--- config.mk ---
export PLATFORM = sky130hd
export DESIGN_NAME = ex_mem_elastic_flat
export DESIGN_NICKNAME = d
export VERILOG_FILES = /design/src/rtl/ex_mem_elastic_if.sv /design/src/rtl/ex_mem_elastic.sv /design/src/flat_wrapper.sv
export SDC_FILE = /design/constraint.sdc
export NUM_CORES = 1
export LEC_CHECK = 0
export ABC_AREA = 1
export ABC_CLOCK_PERIOD_IN_PS = 1900
export BUFFER_PORTS_ARGS = -buffer_cell sky130_fd_sc_hd__buf_2
export CAP_MARGIN = 20
export CORE_UTILIZATION = 40
export CTS_CLUSTER_SIZE = 12
export DETAILED_ROUTE_END_ITERATION = 16
export GPL_ROUTABILITY_DRIVEN = 0
export GPL_TIMING_DRIVEN = 0
export SYNTH_ARGS = -nofsm -noshare
export SYNTH_HDL_FRONTEND = slang
export SYNTH_SLANG_ARGS = --single-unit
--- constraint.sdc ---
create_clock -name clk -period 1.9 [get_ports clk]
set_input_delay 0.19 -clock clk [delete_from_list [all_inputs] [get_ports clk]]
set_output_delay 0.19 -clock clk [all_outputs]
set_load 0.02 [all_outputs]
--- src/rtl/ex_mem_elastic_if.sv ---
// EX/MEM handshake bundle: EX-side entry fields, MEM-side outputs, flush and
// the backpressure counter. slave = pipeline register, master = surroundings.
interface ex_mem_elastic_if #(
  parameter int unsigned DATA_W    = 32,
  parameter int unsigned REGADDR_W = 5,
  parameter int unsigned MEMADDR_W = 32,
  parameter int unsigned MEMRW_W   = 2,
  parameter int unsigned CNT_W     = 16
);
  logic                 flush;
  logic                 ex_valid;
  logic                 ex_ready;
  logic [MEMRW_W-1:0]   ex_memrw;
  logic [MEMADDR_W-1:0] ex_memaddr;
  logic [DATA_W-1:0]    ex_wdata;
  logic [REGADDR_W-1:0] ex_waddr;
  logic                 ex_we;
  logic                 mem_valid;
  logic                 mem_ready;
  logic [MEMRW_W-1:0]   mem_memrw;
  logic [MEMADDR_W-1:0] mem_memaddr;
  logic [DATA_W-1:0]    mem_wdata;
  logic [REGADDR_W-1:0] mem_waddr;
  logic                 mem_we;
  logic [CNT_W-1:0]     bp_count;

  modport slave (
    input  flush, ex_valid, ex_memrw, ex_memaddr, ex_wdata, ex_waddr, ex_we, mem_ready,
    output ex_ready, mem_valid, mem_memrw, mem_memaddr, mem_wdata, mem_waddr, mem_we, bp_count
  );

  modport master (
    output flush, ex_valid, ex_memrw, ex_memaddr, ex_wdata, ex_waddr, ex_we, mem_ready,
    input  ex_ready, mem_valid, mem_memrw, mem_memaddr, mem_wdata, mem_waddr, mem_we, bp_count
  );
endinterface

--- src/rtl/ex_mem_elastic.sv ---
// Elastic EX/MEM pipeline register: valid/ready handshake over a two-entry
// skid buffer (main M drives MEM, skid S catches one overflow entry).
module ex_mem_elastic #(
  parameter int unsigned          DATA_W     = 32,
  parameter int unsigned          REGADDR_W  = 5,
  parameter int unsigned          MEMADDR_W  = 32,
  parameter int unsigned          MEMRW_W    = 2,
  parameter logic [MEMRW_W-1:0]   MEMRW_IDLE = '0,
  parameter int unsigned          CNT_W      = 16
) (
  input logic             clk,
  input logic             rst,
  ex_mem_elastic_if.slave bus
);

  typedef enum logic [1:0] {EMPTY, HALF, FULL} state_e;

  typedef struct packed {
    logic [MEMRW_W-1:0]   memrw;
    logic [MEMADDR_W-1:0] memaddr;
    logic [DATA_W-1:0]    wdata;
    logic [REGADDR_W-1:0] waddr;
    logic                 we;
  } entry_t;

  state_e           state_q;
  logic             ready_q;
  entry_t           m_q;
  entry_t           s_q;
  logic [CNT_W-1:0] bp_q;

  entry_t ex_entry;
  logic   m_valid;
  logic   in_fire;
  logic   out_fire;

  assign ex_entry = {bus.ex_memrw, bus.ex_memaddr, bus.ex_wdata, bus.ex_waddr, bus.ex_we};
  assign m_valid  = (state_q == HALF) || (state_q == FULL);
  assign in_fire  = bus.ex_valid && ready_q;
  assign out_fire = m_valid && bus.mem_ready;

  // ready_q is kept equal to !S.valid by updating it alongside every state move
  always_ff @(posedge clk or negedge rst) begin
    if (!rst) begin
      state_q     <= EMPTY;
      ready_q     <= 1'b1;
      m_q         <= '0;
      m_q.memrw   <= MEMRW_IDLE;
      s_q         <= '0;
      s_q.memrw   <= MEMRW_IDLE;
      bp_q        <= '0;
    end else begin
      if (m_valid && !bus.mem_ready && (bp_q != '1)) begin
        bp_q <= bp_q + 1'b1;
      end

      if (bus.flush) begin
        state_q <= EMPTY;
        ready_q <= 1'b1;
      end else begin
        unique case (state_q)
          EMPTY: begin
            if (in_fire) begin
              m_q     <= ex_entry;
              state_q <= HALF;
            end
          end
          HALF: begin
            if (in_fire && out_fire) begin
              m_q <= ex_entry;
            end else if (in_fire) begin
              s_q     <= ex_entry;
              state_q <= FULL;
              ready_q <= 1'b0;
            end else if (out_fire) begin
              state_q <= EMPTY;
            end
          end
          FULL: begin
            if (out_fire) begin
              m_q     <= s_q;
              state_q <= HALF;
              ready_q <= 1'b1;
            end
          end
          default: begin
            state_q <= EMPTY;
            ready_q <= 1'b1;
          end
        endcase
      end
    end
  end

  // Side-effect fields are squashed for bubbles; data fields keep their held value
  assign bus.ex_ready    = ready_q;
  assign bus.mem_valid   = m_valid;
  assign bus.mem_memrw   = m_valid ? m_q.memrw : MEMRW_IDLE;
  assign bus.mem_we      = m_valid && m_q.we;
  assign bus.mem_memaddr = m_q.memaddr;
  assign bus.mem_wdata   = m_q.wdata;
  assign bus.mem_waddr   = m_q.waddr;
  assign bus.bp_count    = bp_q;

endmodule
--- src/flat_wrapper.sv ---
// flat-port wrapper written by rule: the top's interface ports become plain ports
module ex_mem_elastic_flat 
#(
  parameter int unsigned          DATA_W     = 32,
  parameter int unsigned          REGADDR_W  = 5,
  parameter int unsigned          MEMADDR_W  = 32,
  parameter int unsigned          MEMRW_W    = 2,
  parameter logic [MEMRW_W-1:0]   MEMRW_IDLE = '0,
  parameter int unsigned          CNT_W      = 16
)
  (clk, rst, bus_flush, bus_ex_valid, bus_ex_memrw, bus_ex_memaddr, bus_ex_wdata, bus_ex_waddr, bus_ex_we, bus_mem_ready, bus_ex_ready, bus_mem_valid, bus_mem_memrw, bus_mem_memaddr, bus_mem_wdata, bus_mem_waddr, bus_mem_we, bus_bp_count);
  ex_mem_elastic_if #(.DATA_W(DATA_W), .REGADDR_W(REGADDR_W), .MEMADDR_W(MEMADDR_W), .MEMRW_W(MEMRW_W), .CNT_W(CNT_W)) bus_i ();
  input logic clk;
  input logic rst;
  input wire logic [$bits(bus_i.flush)-1:0] bus_flush;
  input wire logic [$bits(bus_i.ex_valid)-1:0] bus_ex_valid;
  input wire logic [$bits(bus_i.ex_memrw)-1:0] bus_ex_memrw;
  input wire logic [$bits(bus_i.ex_memaddr)-1:0] bus_ex_memaddr;
  input wire logic [$bits(bus_i.ex_wdata)-1:0] bus_ex_wdata;
  input wire logic [$bits(bus_i.ex_waddr)-1:0] bus_ex_waddr;
  input wire logic [$bits(bus_i.ex_we)-1:0] bus_ex_we;
  input wire logic [$bits(bus_i.mem_ready)-1:0] bus_mem_ready;
  output wire logic [$bits(bus_i.ex_ready)-1:0] bus_ex_ready;
  output wire logic [$bits(bus_i.mem_valid)-1:0] bus_mem_valid;
  output wire logic [$bits(bus_i.mem_memrw)-1:0] bus_mem_memrw;
  output wire logic [$bits(bus_i.mem_memaddr)-1:0] bus_mem_memaddr;
  output wire logic [$bits(bus_i.mem_wdata)-1:0] bus_mem_wdata;
  output wire logic [$bits(bus_i.mem_waddr)-1:0] bus_mem_waddr;
  output wire logic [$bits(bus_i.mem_we)-1:0] bus_mem_we;
  output wire logic [$bits(bus_i.bp_count)-1:0] bus_bp_count;
  assign bus_i.flush = bus_flush;
  assign bus_i.ex_valid = bus_ex_valid;
  assign bus_i.ex_memrw = bus_ex_memrw;
  assign bus_i.ex_memaddr = bus_ex_memaddr;
  assign bus_i.ex_wdata = bus_ex_wdata;
  assign bus_i.ex_waddr = bus_ex_waddr;
  assign bus_i.ex_we = bus_ex_we;
  assign bus_i.mem_ready = bus_mem_ready;
  assign bus_ex_ready = bus_i.ex_ready;
  assign bus_mem_valid = bus_i.mem_valid;
  assign bus_mem_memrw = bus_i.mem_memrw;
  assign bus_mem_memaddr = bus_i.mem_memaddr;
  assign bus_mem_wdata = bus_i.mem_wdata;
  assign bus_mem_waddr = bus_i.mem_waddr;
  assign bus_mem_we = bus_i.mem_we;
  assign bus_bp_count = bus_i.bp_count;
  ex_mem_elastic #(.DATA_W(DATA_W), .REGADDR_W(REGADDR_W), .MEMADDR_W(MEMADDR_W), .MEMRW_W(MEMRW_W), .MEMRW_IDLE(MEMRW_IDLE), .CNT_W(CNT_W)) u_core (.clk(clk), .rst(rst), .bus(bus_i));
endmodule
# Yosys cells after proc, flatten, opt, wreduce, memory -nomap -nowiden
# Index checks and enable logic that the tools add are counted.
# W data, S select, Z words.
dict set report op_classes {
  addsub 1
  reduce_logical 14
  eq_ne 12
  bitwise 2
  muxes 17
}
# op count
set op_table {}
lappend op_table {{$mux W72} 3}
lappend op_table {{$pmux W72 S3} 1}
lappend op_table {{$add A16 B1 Y16 const B} 1}
lappend op_table {{$ne A16 B16 Y1 const B} 1}
lappend op_table {{$mux W2} 7}
lappend op_table {{$reduce_and A4 Y1} 3}
lappend op_table {{$ne A3 B2 Y1 const B} 3}
lappend op_table {{$logic_and A1 B1 Y1} 6}
lappend op_table {{$pmux W2 S3} 1}
lappend op_table {{$reduce_and A5 Y1} 1}
lappend op_table {{$mux W1} 4}
lappend op_table {{$ne A2 B1 Y1 const B} 2}
lappend op_table {{$ne A2 B2 Y1 const B} 2}
lappend op_table {{$ne A4 B2 Y1 const B} 1}
lappend op_table {{$ne A3 B3 Y1 const B} 1}
lappend op_table {{$pmux W1 S3} 1}
lappend op_table {{$reduce_bool A3 Y1} 1}
lappend op_table {{$eq A2 B1 Y1 const B} 1}
lappend op_table {{$eq A2 B2 Y1 const B} 1}
lappend op_table {{$logic_not A2 Y1} 1}
lappend op_table {{$not A1 Y1} 2}
lappend op_table {{$logic_not A1 Y1} 1}
lappend op_table {{$logic_or A1 B1 Y1} 1}
dict set report totals {
  in_bits 77
  ff_bits 163
  word_cells 59
  output_inout_bits 90
}

# Logic depth before layout (Yosys ltp)
dict set report logic_depth {
  word_depth 8
  ltp_mapped 11
  ltp_nobuf 10
}

# Worst setup path after synthesis
# Ideal clock, no wire load.
dict set report synth_path {
  path_kind {reg2reg}
  startpoint {register u_core.state_q[0]}
  endpoint {register u_core.m_q, in the netlist u_core.bus.mem_memaddr[13]}
  t_arrival_ns 1.739
  setup_slack_ns 0.030
  n_path_buf 2
  path_stages_with_launch 12
  period_less_slack_ns 1.870
  path_cell_list {dfrtp_1 -> inv_1 -> ha_1 -> nand2_2 -> nand2_1 -> nand2_1 -> a21oi_2 -> nand2_2 -> buf_6 -> buf_6 -> nand2_1 -> o21ai_1}
}
dict set report synth_between {
  elab_chain_cells 6
}
# element line
set synth_rtl {}
lappend synth_rtl {{start, declared} ex_mem_elastic.sv:26} ;# state_e state_q;
lappend synth_rtl {{start signal, assigned} ex_mem_elastic.sv:45} ;# state_q <= EMPTY;
lappend synth_rtl {{start signal, assigned} ex_mem_elastic.sv:58} ;# state_q <= EMPTY;
lappend synth_rtl {{start signal, assigned} ex_mem_elastic.sv:65} ;# state_q <= HALF;
lappend synth_rtl {{$eq A2 B1 Y1 / $eq A2 B2 Y1 (equally long branches)} ex_mem_elastic.sv:38} ;# assign m_valid = (state_q == HALF) || (state_q == FULL);
lappend synth_rtl {{$logic_or A1 B1 Y1 *} ex_mem_elastic.sv:38}
lappend synth_rtl {{named net bus_mem_valid} flat_wrapper.sv:24} ;# output wire logic [$bits(bus_i.mem_valid)-1:0] bus_mem_valid;
lappend synth_rtl {{$logic_and A1 B1 Y1 *} ex_mem_elastic.sv:40} ;# assign out_fire = m_valid && bus.mem_ready;
lappend synth_rtl {{$logic_and A1 B1 Y1} ex_mem_elastic.sv:69} ;# if (in_fire && out_fire) begin
lappend synth_rtl {{$ne A2 B2 Y1 (no source line)} n/a}
lappend synth_rtl {{$reduce_and A5 Y1 (no source line) *} n/a}
lappend synth_rtl {{end signal, assigned} ex_mem_elastic.sv:64} ;# m_q <= ex_entry;
lappend synth_rtl {{end signal, assigned} ex_mem_elastic.sv:70} ;# m_q <= ex_entry;
lappend synth_rtl {{end signal, assigned} ex_mem_elastic.sv:81} ;# m_q <= s_q;
lappend synth_rtl {{end, declared} ex_mem_elastic.sv:28} ;# entry_t m_q;
# The timed path passes the listed nets; every way through them passes the cells marked *.
# A chain may end at the register's enable or synchronous reset.

# Final worst setup path
dict set report layout_path {
  startpoint {register u_core.state_q[0]}
  endpoint {register u_core.s_q[51] in the netlist's numbering}
}
dict set report layout_between {
  elab_chain_cells 6
}
# element line
set layout_rtl {}
lappend layout_rtl {{$eq A2 B1 Y1 / $eq A2 B2 Y1 (equally long branches)} {ex_mem_elastic.sv:38, ex_mem_elastic.sv:61}}
lappend layout_rtl {{$logic_or A1 B1 Y1} ex_mem_elastic.sv:38}
lappend layout_rtl {{$logic_and A1 B1 Y1} ex_mem_elastic.sv:40}
lappend layout_rtl {{$logic_and A1 B1 Y1} ex_mem_elastic.sv:69}
lappend layout_rtl {{$not A1 Y1 (no source line)} n/a}
lappend layout_rtl {{$reduce_and A4 Y1 (no source line) *} n/a}
lappend layout_rtl {{end signal, assigned} ex_mem_elastic.sv:72} ;# s_q <= ex_entry;
lappend layout_rtl {{end, declared} ex_mem_elastic.sv:29} ;# entry_t s_q;
# Every way passes the cells marked *; elsewhere a longest branch is shown, timed or not.

==> results.cfg <==
[outcome]
outcome = completed

[place]
place.detailed.hpwl_um = 13700
place_ws_ns = -0.4631
port_buffer_count = 166
placed_cells = 1404

[route]
detailedRoute.firstIterationViolations = 291
avgViaCountPerCell = 4.604
first_pass_iters = 5
wirelength_um = 20070
ant_nets = 0
routed_wire_length_per_instance_um = 13.88
remaining_drc_errors = 0
dr_total_vias = 6658

[cts]
worst_skew_pair.late_latency_ns = 0.43
cts_sinks = 163
clockBufferDepth = 2
root_buffer = sky130_fd_sc_hd__clkbuf_16
clkTransAtPathRegs_ns = 0.06
cts-buffers-inserted = 17
tritoncts = yes
htree_num_levels = 4

[layout]
final_layout_size_suffix_gt1_frac = 0.2864
layout.cells.non_filler = 1446
finish.utilization = 0.5143
nets = 1249
mostFrequentLayoutCell = sky130_fd_sc_hd__nand2_1
flow.area_growth_from_synthesis_pct = 25.24
layout.cells.most_common_list = sky130_fd_sc_hd__nand2_1 (304), sky130_fd_sc_hd__buf_2 (174), sky130_fd_sc_hd__dfrtp_1 (162)

[sta]
grt_setup_unrepaired = true
report.final.setup_viol = 0
holdWs_ns = 0.02779
finalHoldViolCount = 0
finClkSkew_ns = 0.006859
layout_min_cycle_time_ns = 1.812
timing_worst_slew_pin_value_ns = 0.5296
timing.slew.headroom = 0.6469
fin_ws_ns = 0.08783
clock.fmax_mhz = 551.8
timing.final.max_slew_violations = 0
post-route-period-util = 0.9538

[floorplan]
core-area_um2 = 19590
floorplan.initialDensity = 0.4107
floorplan.die.height_um = 143.8
std_cell_rows = 51
die-width_um = 143.8
die-area_um2 = 20680
boundary_pin_count = 167

[critical_path]
cp_slowest_stage_delay_ns = 0.39
setup.reg_to_reg.worst_slack_ns = 0.09
path_class = flop to flop
critical_path_top_delay_cell = sky130_fd_sc_hd__dfrtp_1
worst_r2r_path_depth = 7
worst_setup_path_start_kind = flop
endpoint_kind = flop
rr_endpoint = u_core.s_q[51]
critical_path.cell_chain = buf_4, ha_1, nand2_1, inv_2, nand4_2, clkbuf_1, o21ai_0
cp.required_ns = 2.18
source_of_the_worst_register_to_register_timing_path = u_core.state_q[0]
timing.critical_path.arrival_ns = 2.10
cp_max_fo = 10

[grt]
grt_usage = 0.2041
met1_routing_resource_usage_after_global_routing = 0.2752
maximum_number_of_pins_on_one_net_before_global_route_repair = 101
grt-busiest-layer = met2
grtUsageMet3 = 0.03232
grt-ovfl-total = 0
initial_antenna_violation_count = 1
grt_pass1_wl_um = 32200
groute.layer.met2.usage = 0.3288
grt_pass1_vias = 6297

[logic_synthesis]
synth_seq_cells = 163
syn_inst = 972
synth_seq_area_share = 0.5072
avgSynthCellArea_um2 = 8.277
synth_nets = 1054
post_synth_instance_area_um2 = 8045
synth.lib_cells_used.distinct = 26
ys.warnings.count = 0

[pwr]
pwr_density_cell_nw_per_um2 = 1583
static_leakage_power_nw = 5.266
ir_drop_uv = 736.5

[worst_hold_path]
timing.hold.worst.start = bus_ex_wdata[1]
hold-path-endpoint = u_core.s_q[7]
hp-class = input pin to flop
hold_depth = 3

[run]
timing.max_cap.violations = 0
what timing repair did:
item	4_1_cts	5_1_grt
hold buffers	1	0
setup buffers	7	2
setup endpoints to repair	163	145
resized for setup	13	48
gates cloned	0	3
hold endpoints to repair	63	0
pin swaps	2	1
stage by stage:
stage / power, mW / TNS (ns) / area (µm²)
2_1_floorplan: 10.29 / 0 / 8045
3_3_place_gp: 12.07 / -383.33 / 9208
3_5_place_dp: 12.20 / -55.01 / 9245
4_1_cts: 15.93 / 0 / 9950
5_1_grt: 17.14 / -0.02309 / 10080
6_report: 15.95 / 0 / 10080
report_power, final:
group | switching, mW | internal, mW | leakage (nW)
clock | 1.41 | 2.11 | 0.292
sequential | 0.894 | 5.02 | 2.05
combinational | 3.63 | 2.88 | 2.93
area by class of cell:
| class | count | area, µm² |
|---|---|---|
| antenna | 1 | 2.502 |
| clock buffer | 24 | 501.7 |
| tap | 265 | 331.6 |
| multi-input combinational | 594 | 2904 |
| buffer | 112 | 794.5 |
| timing repair buffer | 178 | 983.4 |
| sequential | 163 | 4080 |
| fill | 1939 | 9514 |
| inverter | 101 | 379.1 |
| clock inverter | 8 | 98.84 |
kinds of logic (layout without fill, tap and decap cells):
group	Yosys count	after routing	synth area share
simple gates	357	359	0.1747
compound gates	227	227	0.1650
fa+ha+maj	5	5	0.007776
other cells	0	1	0
flops	163	163	0.5072
xor+xnor	3	3	0.003267
buf+inv	217	423	0.1421
how the worst max path moves through the flow:
stage	startpoint	to	slack (ns)	cells past startpoint
2_1_floorplan	u_core.state_q[0]	u_core.bus.mem_memaddr[13]	0.03	11
4_1_cts	u_core.state_q[0]	u_core.s_q[36]	0.01	8
3_5_place_dp	u_core.state_q[0]	u_core.s_q[39]	-0.46	8
6_report	u_core.state_q[0]	u_core.s_q[51]	0.09	7
3_3_place_gp	rst	u_core.s_q[52]	-2.06	1
5_1_grt	u_core.state_q[0]	u_core.s_q[66]	-0.01	9
metal layers:
layer | share of wire | up-vias
met5 | 0 | -
met4 | 0.0098 | 0
met3 | 0.036 | 13
met2 | 0.48 | 147
met1 | 0.48 | 3085
li1 | - | 3413
cell usage after synthesis (all sizes together):
cell    number  area share
nand3b       3      0.0028
nand3       15      0.0093
o21ai      154       0.097
clkbuf      26       0.012
dfstp        1      0.0033
dfrtp      162        0.50
nor3         1     0.00062
buf         90       0.083
a21oi        1      0.0011
nand2      308        0.14
xor2         1      0.0011
o21a        72       0.067
nand4        7      0.0062
inv        101       0.047
xnor2        2      0.0022
ha           5      0.0078
nor2        23       0.011
worst max-delay path: cells and delay by family, from the launching register on:
family	cells	cell delay, ns
flops	1	0.39
simple gates	2	0.29
buf+inv	3	0.61
fa+ha+maj	1	0.22
compound gates	1	0.16
flip-flops by register name, indices dropped and copies added (netlist names):
| name | flops |
|---|---|
| u_core.bus.bp_count | 16 |
| u_core.bus.ex_ready | 1 |
| u_core.bus.mem_memaddr | 32 |
| u_core.bus.mem_waddr | 5 |
| u_core.bus.mem_wdata | 32 |
| u_core.m_q | 3 |
| u_core.s_q | 72 |
| u_core.state_q | 2 |
No activity file was read; power rests on OpenSTA's default activity.
